**src/rtl/pe_row_feeder.sv**
```systemverilog
// pe_row_feeder: loads PE_DIM weight vectors, broadcasts feature beats to a
// PE row, then gathers per-column sums and hands them out over res_valid/ready.
// Ports:
//   clk, reset (async, active-low)
//   wgt_*  : weight-vector handshake in
//   feat_* : feature-beat handshake in
//   data_bus, non_zero_add_bus, non_zero_num, weight_enable_top,
//   broad_cast_enable, acc, done, psum_rd : registered row controls out
//   sum_out_bus, out_vd : row results in
//   res_valid/res_ready/res_data : result handshake out
//   busy : high outside IDLE
module pe_row_feeder #(
  parameter int MAC_DIM      = 6,
  parameter int FEAT_WIDTH   = 8,
  parameter int PE_OUT_WIDTH = 8,
  parameter int SPAD_WIDTH   = 64,
  parameter int PE_DIM       = 16,
  parameter int ADDR_WIDTH   = $clog2(SPAD_WIDTH),
  parameter int LOG_PE_DIM   = $clog2(PE_DIM)
) (
  input  logic                         clk,
  input  logic                         reset,
  input  logic                         wgt_valid,
  output logic                         wgt_ready,
  input  logic [FEAT_WIDTH*SPAD_WIDTH-1:0] wgt_data,
  input  logic                         feat_valid,
  output logic                         feat_ready,
  input  logic [FEAT_WIDTH*SPAD_WIDTH-1:0] feat_data,
  input  logic [ADDR_WIDTH*MAC_DIM-1:0]    feat_addr,
  input  logic [2:0]                   feat_nz,
  input  logic                         feat_last,
  input  logic                         reuse_wgt,
  output logic [FEAT_WIDTH*SPAD_WIDTH-1:0] data_bus,
  output logic [ADDR_WIDTH*MAC_DIM-1:0]    non_zero_add_bus,
  output logic [2:0]                   non_zero_num,
  output logic [LOG_PE_DIM-1:0]        weight_enable_top,
  output logic                         broad_cast_enable,
  output logic                         acc,
  output logic                         done,
  output logic                         psum_rd,
  input  logic [PE_OUT_WIDTH*PE_DIM-1:0]   sum_out_bus,
  input  logic [PE_DIM-1:0]            out_vd,
  output logic                         res_valid,
  input  logic                         res_ready,
  output logic [PE_OUT_WIDTH*PE_DIM-1:0]   res_data,
  output logic                         busy
);

  localparam int DW = FEAT_WIDTH*SPAD_WIDTH;
  localparam int AW = ADDR_WIDTH*MAC_DIM;
  localparam int RW = PE_OUT_WIDTH*PE_DIM;
  localparam logic [2:0] NZ_MAX = 3'(MAC_DIM);
  localparam logic [LOG_PE_DIM-1:0] COL_LAST =
    LOG_PE_DIM'(PE_DIM-1);

  typedef enum logic [2:0] {
    S_IDLE,
    S_WLOAD,
    S_FEED,
    S_DONE,
    S_WAIT_VD,
    S_DRAIN
  } state_t;

  state_t state, state_d;

  logic [LOG_PE_DIM-1:0] col_cnt, col_cnt_d;
  logic                  wgt_loaded, wgt_loaded_d;
  logic [PE_DIM-1:0]     vd_seen, vd_seen_d;

  logic [DW-1:0]         data_d;
  logic [AW-1:0]         addr_d;
  logic [2:0]            nzn_d;
  logic [LOG_PE_DIM-1:0] wen_d;
  logic                  bce_d, acc_d, done_d;
  logic                  psum_d, rv_d;
  logic [RW-1:0]         res_d;

  logic wgt_acc, feat_acc, res_acc;
  logic vd_full;
  logic [2:0] nz_clamp;

  assign wgt_ready  = (state == S_WLOAD);
  assign feat_ready = (state == S_FEED);
  assign busy       = (state != S_IDLE);

  assign wgt_acc  = wgt_valid & wgt_ready;
  assign feat_acc = feat_valid & feat_ready;
  assign res_acc  = res_valid & res_ready;
  assign vd_full  = &(vd_seen | out_vd);
  assign nz_clamp = (feat_nz > NZ_MAX) ? NZ_MAX : feat_nz;

  always_ff @(posedge clk or negedge reset) begin
    if (!reset) state <= S_IDLE;
    else        state <= state_d;
  end

  always_comb begin
    state_d = state;
    unique case (state)
      S_IDLE: begin
        if (wgt_valid)
          state_d = S_WLOAD;
        else if (feat_valid && wgt_loaded)
          state_d = S_FEED;
      end
      S_WLOAD: begin
        if (wgt_acc && col_cnt == COL_LAST)
          state_d = S_FEED;
      end
      S_FEED: begin
        if (feat_acc && feat_last)
          state_d = S_DONE;
      end
      S_DONE: state_d = S_WAIT_VD;
      S_WAIT_VD: begin
        if (vd_full) state_d = S_DRAIN;
      end
      S_DRAIN: begin
        if (res_acc) state_d = S_IDLE;
      end
      default: state_d = S_IDLE;
    endcase
  end

  always_comb begin
    data_d       = data_bus;
    addr_d       = non_zero_add_bus;
    nzn_d        = '0;
    wen_d        = '0;
    bce_d        = 1'b0;
    acc_d        = 1'b0;
    done_d       = 1'b0;
    psum_d       = 1'b0;
    rv_d         = 1'b0;
    res_d        = res_data;
    col_cnt_d    = col_cnt;
    wgt_loaded_d = wgt_loaded;
    vd_seen_d    = vd_seen;
    unique case (state)
      S_WLOAD: begin
        if (wgt_acc) begin
          data_d = wgt_data;
          wen_d  = col_cnt;
          if (col_cnt == COL_LAST) begin
            col_cnt_d    = '0;
            wgt_loaded_d = 1'b1;
          end else begin
            col_cnt_d = col_cnt + 1'b1;
          end
        end
      end
      S_FEED: begin
        if (feat_acc) begin
          if (feat_nz != 3'd0) begin
            data_d = feat_data;
            addr_d = feat_addr;
            nzn_d  = nz_clamp;
            bce_d  = 1'b1;
            acc_d  = 1'b1;
          end else if (feat_last) begin
            // no acc cycle to wait behind
            done_d = 1'b1;
          end
        end
      end
      S_DONE: begin
        // pulse now unless it already fired on an empty last beat
        done_d    = ~done;
        vd_seen_d = '0;
      end
      S_WAIT_VD: begin
        for (int i = 0; i < PE_DIM; i++) begin
          if (out_vd[i]) begin
            res_d[i*PE_OUT_WIDTH +: PE_OUT_WIDTH] =
              sum_out_bus[i*PE_OUT_WIDTH +: PE_OUT_WIDTH];
            vd_seen_d[i] = 1'b1;
          end
        end
        psum_d = vd_full;
      end
      S_DRAIN: begin
        rv_d = ~res_acc;
        if (res_acc && !reuse_wgt)
          wgt_loaded_d = 1'b0;
      end
      default: ;
    endcase
  end

  always_ff @(posedge clk or negedge reset) begin
    if (!reset) begin
      data_bus          <= '0;
      non_zero_add_bus  <= '0;
      non_zero_num      <= '0;
      weight_enable_top <= '0;
      broad_cast_enable <= 1'b0;
      acc               <= 1'b0;
      done              <= 1'b0;
      psum_rd           <= 1'b0;
      res_valid         <= 1'b0;
      res_data          <= '0;
      col_cnt           <= '0;
      wgt_loaded        <= 1'b0;
      vd_seen           <= '0;
    end else begin
      data_bus          <= data_d;
      non_zero_add_bus  <= addr_d;
      non_zero_num      <= nzn_d;
      weight_enable_top <= wen_d;
      broad_cast_enable <= bce_d;
      acc               <= acc_d;
      done              <= done_d;
      psum_rd           <= psum_d;
      res_valid         <= rv_d;
      res_data          <= res_d;
      col_cnt           <= col_cnt_d;
      wgt_loaded        <= wgt_loaded_d;
      vd_seen           <= vd_seen_d;
    end
  end

endmodule

```
**config.mk**
```make
export PLATFORM = sky130hd
export DESIGN_NAME = pe_row_feeder
export DESIGN_NICKNAME = d
export VERILOG_FILES = /design/src/rtl/pe_row_feeder.sv
export SDC_FILE = /design/constraint.sdc
export NUM_CORES = 2
export LEC_CHECK = 0
export ABC_AREA = 1
export CAP_MARGIN = 0
export CORE_AREA = 5 5 737 739
export CTS_CLUSTER_SIZE = 40
export DETAILED_ROUTE_END_ITERATION = 7
export DIE_AREA = 0 0 742 744
export PLACE_DENSITY = 0.3
export SLEW_MARGIN = 15
export SYNTH_ARGS = -nofsm -noshare
export SYNTH_HDL_FRONTEND = slang
export SYNTH_SLANG_ARGS = --single-unit
```
**constraint.sdc**
```tcl
create_clock -name clk -period 5.3 [get_ports clk]
set_clock_uncertainty 0.15 [all_clocks]
set_input_delay 0.53 -clock clk [delete_from_list [all_inputs] [get_ports clk]]
set_output_delay 0.53 -clock clk [all_outputs]
set_load 0.02 [all_outputs]
```
==> run_results.csv <==
group,metric,value,unit
logic_synthesis,synthArstFlopShare,1.00,
power,p_sw,18500,uW
floorplanning,dieArea,0.552,mm2
critical_path,worstPathCellList,"inv_2 -> nand3_4 -> buf_12 -> inv_8 -> clkdlybuf4s50_1",
critical_path,critPathBufInv,4,
logic_synthesis,yosysMostFrequentCell,"nand2_1",
logic_synthesis,syn_nets,5696,
cells_and_area,fin_util,0.124,
power,power_leakage,0.0280,uW
drt,drt-vias-per-instance,2.94,
critical_path,r2r_cells,10,
cts,clk_path_buf_depth,4,
logic_synthesis,yosysSeqAreaShare,0.526,
sta,slew_headroom,0.257,
hold_path,min_path_type,"input pin to flip-flop",
run,maxCapViolations,0,
floorplanning,core-area,0.535,mm2
sta,rsz0062_at_grt,"false",
cells_and_area,fillers,61900,
critical_path,crit_family,"buffers and inverters",
place,place_area,0.0615,mm2
cts,cts.sinks,711,
cells_and_area,drive_gt1_frac,0.0593,
logic_synthesis,synth.top_cell.area_share,0.526,
critical_path,arrival,3.54,ns
floorplanning,die_h,744,um
sta,tns,0,ns
critical_path,crit_type,"flip-flop to output pin",
critical_path,cp-end-kind,"output pin",
cells_and_area,fin_area,0.0662,mm2
sta,period_share,0.796,
place,dp_cells,13400,
drt,wire_per_inst,30.4,um
floorplanning,die_width,742,um
logic_synthesis,synth_cell_types,23,
cts,post_cts_resized,0,
critical_path,ff2ff_setup_slack,1.81,ns
sta,holdWs,0.121,ns
critical_path,r2r_start,"state[0]",
logic_synthesis,ys_ff_latch,711,
power,p_per_area,584,mW/mm2
grt,track_usage,0.145,
logic_synthesis,netlist_area,0.0338,mm2
cts,post_cts_buffers,0,
drt,ant_nets,0,
logic_synthesis,synthesis.instances,4481,
critical_path,r2r-end,"data_bus[104]",
critical_path,crit_slowest_cell,"clkdlybuf4s50_1",
cts,clkTransAtPathRegs,0.06,ns
critical_path,cpPeakStageDelay,0.73,ns
cts,root_buffer,"clkbuf_16",
cts,ctsHoldBuffers,74,
grt,grt_max_degree,172,
floorplanning,pin_count,1905,
sta,fmaxAchievable,237,MHz
power,intPower,20100,uW
grt,grt_pass1_vias,41000,
logic_synthesis,synth_flop_cell,"dfrtp_1",
cts,htreeDepth,3,
power,irDropWorstVdd,0.000482,V
place,gp_congestion,0.910,
drt,drtPass1Iterations,5,
critical_path,crit_path_start_kind,"flip-flop",
logic_synthesis,synth.avg_cell_area,7.55,um2
logic_synthesis,yosys_warnings,0,
place,io_buffers,1904,
sta,worst_pin_slew,1.11,ns
logic_synthesis,synthTopCellsByArea,"dfrtp_1 53%, nand2_1 30%, o21ai_0 7.9%",
sta,drv_slew,0,
critical_path,path_depth,5,
logic_synthesis,yosysTopAreaCell,"dfrtp_1",
power,switching_share,0.478,
logic_synthesis,yosys-top-cells-count,"2729 x nand2_1, 711 x dfrtp_1, 533 x o21ai_0",
drt,vias,40400,
cts,cts_tree,"done",
floorplanning,start_util,0.0632,
power,seqPwrFrac,0.250,
critical_path,endpoint,"feat_ready",
cts,cts_buffers,110,
cells_and_area,area_delta_synth_final,95.5,%
logic_synthesis,synth-edff-count,0,
critical_path,setup.worst_path.start,"state[0]",
critical_path,critPathMaxFanout,91,
power,p_clk_frac,0.201,
sta,hold_viol_final,0,
grt,grt.overflow.total,0,
cells_and_area,nets,7570,
grt,grt_pass1_wl,511,mm
critical_path,worstPathRequired,4.62,ns
grt,grt_antenna_before_repair,488,
cts,clock_latency,0.87,ns
place,dp_hpwl,359,mm
drt,wl,417,mm
cells_and_area,layoutNonFillerInstCount,13700,
outcome,status,"complete, no violations",
power,power_frac_comb,0.549,
drt,initialDrtViolationCount,2516,
sta,fin_crit,4.22,ns
floorplanning,num_rows,269,
drt,drc,0,
sta,setup-violations-final,0,
[power by group through the flow]
stage	logic (uW)	registers, uW	clock network (uW)
2_1_floorplan	6120	12400	0
3_3_place_gp	21800	9720	0
3_5_place_dp	21800	9770	0
4_1_cts	21900	9730	8150
5_1_grt	22800	10000	8250
6_report	21200	9670	7750
[tightest hold or removal path: cells and delay by family]
family / cells / cell delay, ns
and+or+nand+nor: 2 / 0.15
buffers and inverters: 1 / 0.46
[cells in the final DEF, fill, tap and decap left out, types with 2 or more instances in the layout]
cell / Yosys / layout
dfrtp_1: 711 / 711
clkdlybuf4s50_1: 0 / 1898
clkbuf_16: 0 / 110
bufinv_16: 0 / 9
mux2_2: 128 / 128
o21ai_0: 533 / 533
dlygate4sd3_1: 0 / 74
buf_4: 23 / 54
inv_2: 6 / 5
clkbuf_1: 172 / 25
nand3_1: 9 / 8
inv_1: 15 / 15
clkinvlp_4: 0 / 2
clkinv_2: 0 / 12
clkbuf_8: 0 / 21
diode_2: 0 / 129
inv_6: 0 / 2
o211ai_1: 2 / 2
nor2_1: 45 / 45
clkinv_8: 0 / 2
buf_12: 0 / 26
clkinv_4: 0 / 2
xor2_1: 2 / 2
nand2_1: 2729 / 2729
[through the flow]
step | setup WS [ns] | power, uW
floorplan | 3.17 | 18500
global placement | 1.68 | 31600
detailed placement | 1.67 | 31600
CTS | 0.913 | 39800
global route | 0.845 | 41100
finish | 1.08 | 38600
[state kept, by name, indices dropped and copies added (netlist names)]
name and cells:
psum_rd 1, data_bus 512, res_valid 1, non_zero_num 3, weight_enable_top 4, res_data 128, non_zero_add_bus 36, done 1
vd_seen 16, acc 1, state 3, wgt_loaded 1, col_cnt 4
[per-layer routing]
metal	routed length [um]	up-vias	share of wire	global-route usage
met4	9680	352	0.023	0.0293
met1	159000	19200	0.38	0.164
met3	69400	709	0.17	0.106
met5	2310	-	0.0055	0
met2	177000	2203	0.42	0.219
li1	-	18000	-	-
[cells by family after synthesis]
group	synth area share
AOI/OAI and AO/OA	0.0803
xor gates and xnor gates	0.000518
adders and majority gates	0.000370
buffers and inverters	0.0406
DFF	0.526
muxes	0.0426
and+or+nand+nor	0.310
[layout make-up]
class,count,area [um2],share of cell area
timing repair buffer,2054,20700,0.313
inverter,21,86.3,0.00131
multi-input combinational,3457,14700,0.222
clock buffer,156,3140,0.0474
antenna,129,323,0.00488
sequential,711,17800,0.269
clock inverter,30,443,0.00670
tap,7181,8980,0.136
[worst min-delay path by stage]
stage | start | to | cells past startpoint
detailed placement | non_zero_add_bus[31] | non_zero_add_bus[31] | 2
finish | feat_addr[24] | non_zero_add_bus[24] | 3
global placement | non_zero_add_bus[16] | non_zero_add_bus[16] | 2
global route | sum_out_bus[59] | res_data[59] | 2
CTS | sum_out_bus[70] | res_data[70] | 2
floorplan | reset | acc | 0
Power figures use the tool's default switching activity.
